## src/rtl/sar_pkg.sv

```systemverilog
// Shared types and constants for the successive-approximation search block.
package sar_pkg;

  // Search controller states.
  typedef enum logic [1:0] {
    ST_IDLE  = 2'd0,
    ST_PROBE = 2'd1,
    ST_DONE  = 2'd2
  } sar_state_e;

  // Comparator response encoding, packed as {gt, eq, lt}.
  localparam logic [2:0] RSP_GT = 3'b100;
  localparam logic [2:0] RSP_EQ = 3'b010;
  localparam logic [2:0] RSP_LT = 3'b001;

  // True when exactly one of gt/eq/lt is asserted.
  function automatic logic is_one_hot3(input logic [2:0] rsp);
    return (rsp == RSP_GT) || (rsp == RSP_EQ) || (rsp == RSP_LT);
  endfunction

endpackage

```

## src/rtl/sar_search_if.sv

```systemverilog
// Bus between the search controller and its host/comparator side.
interface sar_search_if #(parameter int WIDTH = 3);

  logic             start;
  logic [WIDTH-1:0] guess;
  logic             guess_valid;
  logic             cmp_valid;
  logic             cmp_gt;
  logic             cmp_eq;
  logic             cmp_lt;
  logic             busy;
  logic             done;
  logic             found;
  logic             error;
  logic [WIDTH-1:0] result;

  // Search controller side.
  modport master (
    input  start, cmp_valid, cmp_gt, cmp_eq, cmp_lt,
    output guess, guess_valid, busy, done, found, error, result
  );

  // Host and comparator side.
  modport slave (
    output start, cmp_valid, cmp_gt, cmp_eq, cmp_lt,
    input  guess, guess_valid, busy, done, found, error, result
  );

endinterface

```

## src/rtl/sar_search.sv

```systemverilog
// Binary search over [0, 2^WIDTH-1] driven by an external three-way comparator.
// Each accepted Gt/Lt narrows the window; Eq, an out-of-bounds answer, a
// malformed response or a runaway probe count ends the search.
module sar_search
  import sar_pkg::*;
#(
  parameter int WIDTH = 3
) (
  input logic          clk,
  input logic          rst,
  sar_search_if.master bus
);

  localparam int                STEP_W     = $clog2(WIDTH + 2);
  localparam logic [STEP_W-1:0] STEP_ONE   = STEP_W'(1);
  localparam logic [STEP_W-1:0] STEP_LIMIT = STEP_W'(WIDTH + 1);
  localparam logic [WIDTH-1:0]  ONE_W      = {{(WIDTH-1){1'b0}}, 1'b1};

  sar_state_e        state_r, state_s;
  logic [WIDTH-1:0]  lo_r, lo_s;
  logic [WIDTH-1:0]  hi_r, hi_s;
  logic [STEP_W-1:0] step_r, step_s;
  logic [WIDTH-1:0]  result_r, result_s;
  logic              found_r, found_s;
  logic              error_r, error_s;

  logic [WIDTH:0]    sum_s;
  logic [WIDTH-1:0]  guess_s;
  logic [2:0]        rsp_s;
  logic [STEP_W-1:0] step_inc_s;
  logic              oob_s;

  // Midpoint is taken from a WIDTH+1 bit sum so lo+hi never overflows.
  assign sum_s      = {1'b0, lo_r} + {1'b0, hi_r};
  assign guess_s    = sum_s[WIDTH:1];
  assign rsp_s      = {bus.cmp_gt, bus.cmp_eq, bus.cmp_lt};
  assign step_inc_s = step_r + STEP_ONE;
  // Moving past the window edge would wrap lo/hi, so it means no match exists.
  assign oob_s      = ((rsp_s == RSP_GT) && (guess_s == hi_r)) ||
                      ((rsp_s == RSP_LT) && (guess_s == lo_r));

  // State register.
  always_ff @(posedge clk or posedge rst) begin
    if (rst) begin
      state_r <= ST_IDLE;
    end else begin
      state_r <= state_s;
    end
  end

  // Next-state and next-datapath decision.
  always_comb begin
    state_s  = state_r;
    lo_s     = lo_r;
    hi_s     = hi_r;
    step_s   = step_r;
    result_s = result_r;
    found_s  = found_r;
    error_s  = error_r;
    case (state_r)
      ST_IDLE: begin
        if (bus.start) begin
          state_s  = ST_PROBE;
          lo_s     = {WIDTH{1'b0}};
          hi_s     = {WIDTH{1'b1}};
          step_s   = {STEP_W{1'b0}};
          result_s = {WIDTH{1'b0}};
          found_s  = 1'b0;
          error_s  = 1'b0;
        end else begin
          state_s = ST_IDLE;
        end
      end
      ST_PROBE: begin
        if (bus.cmp_valid) begin
          step_s = step_inc_s;
          if (!is_one_hot3(rsp_s)) begin
            state_s  = ST_DONE;
            result_s = guess_s;
            found_s  = 1'b0;
            error_s  = 1'b1;
          end else if (rsp_s == RSP_EQ) begin
            state_s  = ST_DONE;
            result_s = guess_s;
            found_s  = 1'b1;
            error_s  = 1'b0;
          end else if (oob_s) begin
            state_s  = ST_DONE;
            result_s = guess_s;
            found_s  = 1'b0;
            error_s  = 1'b0;
          end else if (step_inc_s == STEP_LIMIT) begin
            // Unreachable with a consistent comparator; stops a runaway search.
            state_s  = ST_DONE;
            result_s = guess_s;
            found_s  = 1'b0;
            error_s  = 1'b1;
          end else if (rsp_s == RSP_GT) begin
            lo_s = guess_s + ONE_W;
          end else begin
            hi_s = guess_s - ONE_W;
          end
        end else begin
          state_s = ST_PROBE;
        end
      end
      ST_DONE: begin
        state_s = ST_IDLE;
      end
      default: begin
        state_s = ST_IDLE;
      end
    endcase
  end

  // Search window, probe counter and result registers.
  always_ff @(posedge clk or posedge rst) begin
    if (rst) begin
      lo_r     <= {WIDTH{1'b0}};
      hi_r     <= {WIDTH{1'b1}};
      step_r   <= {STEP_W{1'b0}};
      result_r <= {WIDTH{1'b0}};
      found_r  <= 1'b0;
      error_r  <= 1'b0;
    end else begin
      lo_r     <= lo_s;
      hi_r     <= hi_s;
      step_r   <= step_s;
      result_r <= result_s;
      found_r  <= found_s;
      error_r  <= error_s;
    end
  end

  // Status outputs decoded from the registered state.
  always_comb begin
    bus.guess_valid = 1'b0;
    bus.busy        = 1'b0;
    bus.done        = 1'b0;
    case (state_r)
      ST_IDLE: begin
        bus.guess_valid = 1'b0;
        bus.busy        = 1'b0;
        bus.done        = 1'b0;
      end
      ST_PROBE: begin
        bus.guess_valid = 1'b1;
        bus.busy        = 1'b1;
        bus.done        = 1'b0;
      end
      ST_DONE: begin
        bus.guess_valid = 1'b0;
        bus.busy        = 1'b1;
        bus.done        = 1'b1;
      end
      default: begin
        bus.guess_valid = 1'b0;
        bus.busy        = 1'b0;
        bus.done        = 1'b0;
      end
    endcase
  end

  assign bus.guess  = guess_s;
  assign bus.result = result_r;
  assign bus.found  = found_r;
  assign bus.error  = error_r;

endmodule
```

## src/flat_wrapper.sv

```systemverilog
// flat-port wrapper written by rule: the top's interface ports become plain ports
module sar_search_flat import sar_pkg::*;
#(
  parameter int WIDTH = 3
)
  (clk, rst, bus_start, bus_cmp_valid, bus_cmp_gt, bus_cmp_eq, bus_cmp_lt, bus_guess, bus_guess_valid, bus_busy, bus_done, bus_found, bus_error, bus_result);
  sar_search_if #(.WIDTH(WIDTH)) bus_i ();
  input logic clk;
  input logic rst;
  input wire logic [$bits(bus_i.start)-1:0] bus_start;
  input wire logic [$bits(bus_i.cmp_valid)-1:0] bus_cmp_valid;
  input wire logic [$bits(bus_i.cmp_gt)-1:0] bus_cmp_gt;
  input wire logic [$bits(bus_i.cmp_eq)-1:0] bus_cmp_eq;
  input wire logic [$bits(bus_i.cmp_lt)-1:0] bus_cmp_lt;
  output wire logic [$bits(bus_i.guess)-1:0] bus_guess;
  output wire logic [$bits(bus_i.guess_valid)-1:0] bus_guess_valid;
  output wire logic [$bits(bus_i.busy)-1:0] bus_busy;
  output wire logic [$bits(bus_i.done)-1:0] bus_done;
  output wire logic [$bits(bus_i.found)-1:0] bus_found;
  output wire logic [$bits(bus_i.error)-1:0] bus_error;
  output wire logic [$bits(bus_i.result)-1:0] bus_result;
  assign bus_i.start = bus_start;
  assign bus_i.cmp_valid = bus_cmp_valid;
  assign bus_i.cmp_gt = bus_cmp_gt;
  assign bus_i.cmp_eq = bus_cmp_eq;
  assign bus_i.cmp_lt = bus_cmp_lt;
  assign bus_guess = bus_i.guess;
  assign bus_guess_valid = bus_i.guess_valid;
  assign bus_busy = bus_i.busy;
  assign bus_done = bus_i.done;
  assign bus_found = bus_i.found;
  assign bus_error = bus_i.error;
  assign bus_result = bus_i.result;
  sar_search #(.WIDTH(WIDTH)) u_core (.clk(clk), .rst(rst), .bus(bus_i));
endmodule
```

## config.mk

```make
export PLATFORM = sky130hd
export DESIGN_NAME = sar_search_flat
export DESIGN_NICKNAME = d
export VERILOG_FILES = /design/src/rtl/sar_pkg.sv /design/src/rtl/sar_search_if.sv /design/src/rtl/sar_search.sv /design/src/flat_wrapper.sv
export SDC_FILE = /design/constraint.sdc
export NUM_CORES = 1
export LEC_CHECK = 0
export CAP_MARGIN = 0
export CORE_MARGIN = 5
export CORE_UTILIZATION = 53
export DETAILED_ROUTE_END_ITERATION = 12
export GPL_ROUTABILITY_DRIVEN = 0
export PLACE_DENSITY = 0.79
export SYNTH_ARGS = -nofsm -noshare
export SYNTH_HDL_FRONTEND = slang
export SYNTH_SLANG_ARGS = --single-unit
```

## constraint.sdc

```tcl
create_clock -name clk -period 2.9 [get_ports clk]
set_clock_uncertainty 0.1 [all_clocks]
set_input_delay 0.87 -clock clk [delete_from_list [all_inputs] [get_ports clk]]
set_output_delay 0.87 -clock clk [all_outputs]
set_load 0.01 [all_outputs]
```

# == Yosys cells after proc, flatten, opt, wreduce, memory -nomap -nowiden ==
# Cells that the tools add are included.
# word_totals
wordCells,88
out_inout_bits,11
register_bits,16
input_bits,7
# classes
add_sub_neg,4
n_mux,47
reduce_logical,12
n_eq_ne,18
# ops
cell,n
$mux W3,20
$pmux W3 S2,4
$reduce_and A8 Y1,2
$mux W1,15
$ne A2 B2 Y1 const B,6
$mux W2,5
$add A3 B1 Y3 const B,2
$eq A3 B3 Y1,2
$eq A3 B3 Y1 const B,2
$ne A6 B4 Y1 const B,1
$ne A5 B3 Y1 const B,1
$add A3 B3 Y4,1
$ne A2 B1 Y1 const B,2
$pmux W1 S2,2
$pmux W2 S2,1
$reduce_and A4 Y1,1
$eq A3 B1 Y1 const B,1
$eq A3 B2 Y1 const B,1
$logic_or A1 B1 Y1,3
$reduce_and A3 Y1,1
$sub A3 B1 Y3 const B,1
$eq A2 B1 Y1 const B,1
$eq A2 B2 Y1 const B,1
$logic_and A1 B1 Y1,2
3 further kinds,3

# == Logic depth before layout (Yosys ltp) ==
# Gate-level depths: netlist of run 1.
# logic_depth
depth_word,9
depth_mapped,8
ltp_nobuf,8

# == Worst setup path after synthesis of run 1 ==
# No wires, ideal clock.
# synth_timing
path_kind,register to register
start,register u_core.hi_r[0]
end,register u_core.error_r (netlist: u_core.bus.error)
setup_ns,0.121
arrival_time_ns,2.421
synth_period_minus_slack_ns,2.642
path_stages_with_launch,9
setup_slack_ns,0.258
cell_sequence,dfstp_2 > and2_1 > fa_1 > xor2_1 > nor3_1 > o2111ai_4 > nand4_1 > nand2_1 > a22o_1
# synth_between
elab_chain_cells,9
elab_cells_between_ends,13
# synth_rtl
element,line_no,text
from (decl),sar_search.sv:21,"logic [WIDTH-1:0] hi_r, hi_s;"
from (signal assigned),sar_search.sv:120,hi_r <= {WIDTH{1'b1}};
from (signal assigned),sar_search.sv:127,hi_r <= hi_s;
$add A3 B3 Y4 *,sar_search.sv:34,"assign sum_s = {1'b0, lo_r} + {1'b0, hi_r};"
net bus_guess[0],flat_wrapper.sv:15,output wire logic [$bits(bus_i.guess)-1:0] bus_guess;
"$eq A3 B3 Y1, on equally long branches","sar_search.sv:39, sar_search.sv:40",
"$logic_and A1 B1 Y1, on equally long branches","sar_search.sv:39, sar_search.sv:40",
$logic_or A1 B1 Y1 *,sar_search.sv:39,assign oob_s = ((rsp_s == RSP_GT) && (guess_s == hi_r)) ||
$mux W1,sar_search.sv:87,end else if (oob_s) begin
$mux W1,sar_search.sv:82,end else if (rsp_s == RSP_EQ) begin
$mux W1,sar_search.sv:77,if (!is_one_hot3(rsp_s)) begin
$mux W1,sar_search.sv:75,if (bus.cmp_valid) begin
$pmux W1 S2,sar_search.sv:60,case (state_r)
to (signal assigned),sar_search.sv:131,error_r <= error_s;
to (decl),sar_search.sv:25,"logic error_r, error_s;"
# The timed path passes the listed nets; every way through them passes the cells marked *. The select of a mux whose other input is x is not followed.
# A chain may end at the register's enable or synchronous reset.

# == Worst setup path in the final report of run 1 ==
# layout_timing
start,register u_core.hi_r[0]
end,output port bus_guess[0]
# layout_between
elab_chain_cells,1
# layout_rtl
element,line_no
$add A3 B3 Y4,sar_search.sv:34
to (decl),flat_wrapper.sv:15
# No other way between the ends.

==> run_results.csv, run 1 <==
group,metric,value,unit
global_routing,grt_pass1_vias,1102,
timing,fmax,0.365,GHz
cts,cts.sink_count,16,
floorplanning,rows,16,
pwr,ir_worst_vdd,0.684,mV
setup_path,crit_chain,"and2_1, fa_1, dlygate4sd2_1",
synth,synth_edf_count,0,
floorplanning,coreArea,2020,um2
timing,min_period,2.74,ns
cts,clock_latency,0.29,ns
route,ant_nets,0,
timing,drv_slew,0,
floorplanning,fp.dieW,56.6,um
setup_path,path_delay_family,"flip-flops",
global_routing,antenna_found_initial,0,
global_routing,grt_start_max_net_pins,17,
placed_design,dp_hpwl,2.13,mm
setup_path,worst-path-buf-inv,1,
cts,path_clk_slew,0.10,ns
floorplanning,start_util,0.568,
setup_path,critical_path.max_fanout,4,
floorplanning,dieArea,3200,um2
route,firstDrtPassIters,4,
timing,finalHoldViolCount,0,
global_routing,grt_pass1_wl,5.06,mm
setup_path,max_stage_delay,0.58,ns
setup_path,crit_arrival,1.77,ns
setup_path,worstSetupPathType,"flip-flop to primary output",
floorplanning,die_h,56.6,um
final_layout,final_common_cell,"clkdlybuf4s50_1",
floorplanning,io_pins,18,
timing,period_share,0.945,
synth,postSynthAreaPerCell,10.3,um2
global_routing,grt_usage,0.201,
job,drv_cap,0,
synth,async_flop_share,1.00,
timing,grt_setup_unrepaired,"no",
synth,synth_area,1150,um2
pwr,p_leak,0.644,nW
timing,setup_viol,0,
setup_path,cp.required,1.93,ns
global_routing,grt_overflow,0,
synth,synth_cell_types,36,
final_layout,stdcell_count,168,
synth,syn_inst,112,
setup_path,critical-path-slowest-cell,"dfstp_2",
synth,synthFlopType,"dfrtp_1",
final_layout,layout_common_cells,"clkdlybuf4s50_1 (14), dfrtp_1 (12), nand2_1 (10), inv_1 (10), buf_4 (9)",
route,vias,1003,
cts,htreeDepth,1,
timing,tightest_slew,0.614,ns
hold_path,min_path_type,"flip-flop to flip-flop",
cts,clockBufferDepth,2,
final_layout,syn_to_final_growth,27.9,%
final_layout,fill_cells,159,
route,first_iter_violations,31,
route,routed_wl,2.76,mm
synth,ys.warnings.count,0,
synth,synth_seq_cells,16,
placed_design,dp_cells,162,
pwr,p_per_area,1020,nW/um2
status,status,"finished, final reports clean",
setup_path,endpoint_kind,"primary output",
synth,yosysSeqAreaShare,0.352,
placed_design,portBuffers,17,
route,drc,0,
final_layout,final_net_count,159,
timing,relSlewSlack,0.590,
route,wl_per_cell,16.4,um
route,drt-vias-per-instance,5.97,
cts,clockRootBuffer,"clkbuf_4",
cts,cts_tree,"yes",
final_layout,antenna_cells,0,
synth,syn-num-nets,129,
setup_path,start_kind,"flip-flop",
timing,setup_tns,0,ns
cts,cts_made_buffers,3,
final_layout,drive_gt1_frac,0.220,
[per-stage QoR]
stage | power [mW] | setup WS, ns | hold slack (ns) | util | instance area (um2)
final | 1.50 | 0.159 | 0.398 | 0.726 | 1470
after global routing | 1.64 | 0.0357 | 0.449 | 0.726 | 1470
after CTS | 1.50 | 0.113 | 0.409 | 0.725 | 1470
after detailed placement | 1.35 | 0.0592 | 0.377 | 0.693 | 1400
after global placement | 1.32 | 0.0873 | 0.380 | 0.693 | 1400
after floorplan | 0.984 | 0.258 | 0.370 | - | 1150
[what timing repair did]
item                       in CTS  in global routing
pin swaps                       1                  0
hold endpoints to repair        0                  0
gates cloned                    0                  0
hold buffers                    0                  0
setup endpoints to repair       3                  1
resized for setup               7                  1
buffers inserted                2                  0
[synthesized netlist by cell type, types with 4 or more instances]
library cell / n / area, um2
dfrtp_1: 13 / 325
inv_1: 10 / 37.5
nand2_1: 10 / 37.5
ha_1: 9 / 113
nand3_1: 5 / 25.0
xnor2_1: 5 / 43.8
a22o_1: 4 / 35.0
nor2_1: 4 / 15.0
nor3_1: 4 / 20.0
o211ai_1: 4 / 30.0
o21ai_0: 4 / 20.0
[cells by family after synthesis]
family,share of synthesized area
simple gates,0.182
compound gates,0.231
flops,0.352
buf+inv,0.0359
fa+ha+maj,0.115
xor+xnor,0.0752
mux,0.00871
[final timing paths]
check                           depth (start not counted)                              from                          endpoint  slack [ns]
worst max-delay path                                    3        u_core.hi_r[0]$_DFFE_PP1P_                      bus_guess[0]        0.16
worst min-delay path                                    1  u_core.bus.result[2]$_DFFE_PP0P_  u_core.bus.result[2]$_DFFE_PP0P_        0.40
worst max register to register                          8        u_core.hi_r[0]$_DFFE_PP1P_      u_core.bus.found$_DFFE_PP0P_        0.17
worst min register to register                          1  u_core.bus.result[2]$_DFFE_PP0P_  u_core.bus.result[2]$_DFFE_PP0P_        0.40
max in group asynchronous                               2                               rst        u_core.lo_r[1]$_DFFE_PP0P_        1.41
min in group asynchronous                               2                               rst  u_core.bus.result[1]$_DFFE_PP0P_        0.85
[power breakdown]
group | switching [mW] | leakage (nW) | internal (mW) | total [mW]
clock network | 0.0726 | 0.0210 | 0.0765 | 0.149
logic | 0.534 | 0.418 | 0.447 | 0.981
registers | 0.0685 | 0.205 | 0.306 | 0.375
total | 0.675 | 0.644 | 0.830 | 1.50
[per-layer routing]
metal | vias up | track usage | part of all wire
li1 | 469 | - | -
met1 | 479 | 0.238 | 0.40
met2 | 45 | 0.338 | 0.49
met3 | 10 | 0.0596 | 0.079
met4 | 0 | 0.0780 | 0.024
met5 | - | 0 | 0
[cell type report]
cell class,count,area [um2],area share
multi-input combinational,85,722,0.491
sequential,16,405,0.276
clock buffer,4,36.3,0.0247
inverter,10,37.5,0.0256
tap,27,33.8,0.0230
timing repair buffer,26,234,0.159
[sequential cells by signal, summed over array words and instances, names as in the netlist]
name,count
u_core.bus.error,1
u_core.bus.found,1
u_core.bus.result,3
u_core.hi_r,3
u_core.lo_r,3
u_core.state_r,2
u_core.step_r,3
Note: power is estimated with default switching activity, not from simulation.
==> run 2, diff against run 1 <==
--- a/config.mk
+++ b/config.mk
@@ -7,10 +7,11 @@
 export LEC_CHECK = 0
 export CAP_MARGIN = 0
 export CORE_MARGIN = 5
-export CORE_UTILIZATION = 53
+export CORE_UTILIZATION = 57
 export DETAILED_ROUTE_END_ITERATION = 12
 export GPL_ROUTABILITY_DRIVEN = 0
-export PLACE_DENSITY = 0.79
+export PLACE_DENSITY = 0.84
 export SYNTH_ARGS = -nofsm -noshare
 export SYNTH_HDL_FRONTEND = slang
 export SYNTH_SLANG_ARGS = --single-unit
+export TNS_END_PERCENT = 10
==> constraint.sdc (replaced) <==
create_clock -name clk -period 3.3 [get_ports clk]
set_clock_uncertainty 0.1 [all_clocks]
set_input_delay 0.99 -clock clk [delete_from_list [all_inputs] [get_ports clk]]
set_output_delay 0.99 -clock clk [all_outputs]
set_load 0.01 [all_outputs]
==> run 2 against run 1 <==
Combinational power fell by 3.0%. Core utilization increased by 3.8 points. Power shrank 5.9%. Largest power group unchanged. Die area is 5.8% lower. Global-route usage grew 0.13 points. Critical endpoint is now bus_guess[2]. Sequential power shrank 11%. Hold slack better by 0.0044 ns. Critical path depth is 2 higher. Routed wire length is 5.5% higher.
==> run_results.csv, run 2 (synthesis gave the netlist of run 1 again) <==
group,metric,value,unit
status,status,"finished, final reports clean",
global_routing,grt_start_max_net_pins,17,
global_routing,grt_overflow,0,
hold_path,whs_endpoint,"u_core.bus.result[1]$_DFFE_PP0P_",
cts,cts.hold.buffers_added,0,
setup_path,reg2reg_to,"u_core.bus.found$_DFFE_PP0P_",
final_layout,multi_input_area,738,um2
route,wl_per_cell,17.4,um
route,drc,0,
final_layout,layout_common_cells,"clkdlybuf4s50_1 (16), dfrtp_1 (12), nand2_1 (10), inv_1 (10)",
placed_design,preCtsSetupSlack,0.281,ns
timing,fmax,0.315,GHz
setup_path,crit_arrival,2.08,ns
global_routing,antenna_found_initial,0,
setup_path,worstSetupPathType,"flip-flop to primary output",
pwr,p_leak,0.645,nW
timing,layout_setup_ws,0.125,ns
hold_path,worst_hold_path.num_cells,1,
floorplanning,start_util,0.591,
floorplanning,io_pins,18,
final_layout,drive_gt1_frac,0.207,
floorplanning,die_h,54.9,um
cts,htreeDepth,1,
placed_design,dpl_cell_area,1360,um2
route,drt-vias-per-instance,5.96,
final_layout,antenna_cells,0,
final_layout,final_common_cell,"clkdlybuf4s50_1",
setup_path,r2r_slack,0.43,ns
route,firstDrtPassIters,4,
setup_path,endpoint_kind,"primary output",
setup_path,start_kind,"flip-flop",
cts,clock_latency,0.28,ns
timing,relSlewSlack,0.591,
global_routing,gr-usage-met3,0.0402,
global_routing,grt_pass1_wl,4.37,mm
final_layout,fill_cells,153,
global_routing,grt_util_met1,0.260,
placed_design,dp_hpwl,2.07,mm
final_layout,final_net_count,158,
global_routing,grt_usage,0.202,
pwr,p_sw_frac,0.443,
cts,cts_made_buffers,3,
timing,min_period,3.17,ns
route,routed_wl,2.91,mm
timing,finalHoldViolCount,0,
pwr,clkPwrFrac,0.092,
final_layout,fin_area,1480,um2
global_routing,grt_pass1_vias,1009,
floorplanning,fp.dieW,54.9,um
timing,setup_viol,0,
global_routing,grt_use_met2,0.344,
cts,path_clk_slew,0.10,ns
pwr,p_per_area,954,nW/um2
final_layout,syn_to_final_growth,29.2,%
cts,clockRootBuffer,"clkbuf_4",
timing,drv_slew,0,
floorplanning,rows,16,
cts,cts.sink_count,16,
global_routing,grt.busiest_layer,"met2",
pwr,intPower,0.788,mW
pwr,p_switching,0.627,mW
pwr,ir_worst_vdd,0.641,mV
cts,clockBufferDepth,2,
route,ant_nets,0,
pwr,seqPwrFrac,0.235,
setup_path,critical_path.max_fanout,5,
setup_path,cp.required,2.21,ns
timing,tightest_slew,0.612,ns
final_layout,seq_area,405,um2
setup_path,r2r_start,"u_core.hi_r[0]$_DFFE_PP1P_",
timing,grt_setup_unrepaired,"no",
route,first_iter_violations,31,
placed_design,portBuffers,17,
floorplanning,coreArea,1940,um2
job,drv_cap,0,
floorplanning,dieArea,3010,um2
cts,cts_tree,"yes",
hold_path,hold_start,"u_core.bus.result[1]$_DFFE_PP0P_",
setup_path,r2r_cells,9,
timing,setup_tns,0,ns
timing,period_share,0.962,
hold_path,min_path_type,"flip-flop to flip-flop",
pwr,power_frac_comb,0.673,
route,vias,995,
-- run 2: worst max-delay path, cell delays in order, from the launching register on --
cell             delay (ns)
dfrtp_1                0.48
ha_1                   0.32
nand4_1                0.17
and2_0                 0.23
inv_1                  0.07
clkdlybuf4s50_1        0.53
-- run 2: what timing repair did --
| action | CTS | global route |
|---|---|---|
| resized for setup | 1 | 6 |
| endpoints found under the setup margin | 2 | 2 |
| setup buffers | 0 | 6 |
| pin swaps | 0 | 2 |
| cloned | 0 | 0 |
-- run 2: power groups by stage --
stage	registers, mW	logic (mW)	clock network, mW
floorplan	0.326	0.539	0
global placement	0.327	0.796	0
detailed placement	0.329	0.824	0
CTS	0.327	0.834	0.131
global route	0.343	1.02	0.146
finish	0.333	0.952	0.130
-- run 2: final cells by class --
cell class | instances | share of cell area
multi-input cells | 85 | 0.497
flip-flops and latches | 16 | 0.273
inverters | 10 | 0.0253
repair buffers | 25 | 0.157
clock buffers | 4 | 0.0245
well taps | 27 | 0.0228
-- run 2: worst max path at each step --
stage / slack [ns] / endpoint / start
final: 0.13 / bus_guess[2] / u_core.lo_r[1]$_DFFE_PP0P_
after global routing: 0.05 / bus_guess[2] / u_core.lo_r[1]$_DFFE_PP0P_
after CTS: -0.03 / bus_guess[1] / u_core.lo_r[0]$_DFFE_PP0P_
after detailed placement: 0.28 / bus_guess[1] / u_core.lo_r[0]$_DFFE_PP0P_
after global placement: 0.30 / bus_guess[1] / u_core.lo_r[0]$_DFFE_PP0P_
after floorplan: 0.66 / u_core.bus.error$_DFFE_PP0P_ / u_core.hi_r[0]$_DFFE_PP1P_
-- run 2: routing by layer --
metal / up-vias / part of all wire
li1: 465 / -
met3: 2 / 0.036
met5: - / 0
met1: 506 / 0.44
met2: 22 / 0.52
met4: 0 / 0.0031
-- run 2: metrics by stage --
step	power (mW)	utilization	hold WS (ns)	instances
floorplan	0.865	-	0.370	112
global placement	1.12	0.702	0.384	157
detailed placement	1.15	0.702	0.380	157
CTS	1.29	0.723	0.408	161
global route	1.51	0.764	0.439	167
finish	1.42	0.764	0.403	167
==> run 3, diff against run 2 <==
--- a/config.mk
+++ b/config.mk
@@ -10,6 +10,7 @@
 export CORE_UTILIZATION = 57
 export DETAILED_ROUTE_END_ITERATION = 12
 export GPL_ROUTABILITY_DRIVEN = 0
+export GPL_TIMING_DRIVEN = 1
 export PLACE_DENSITY = 0.84
 export SYNTH_ARGS = -nofsm -noshare
 export SYNTH_HDL_FRONTEND = slang
==> results of run 3 <==
No change in the layout: final DEF, timing and power equal those of run 2.
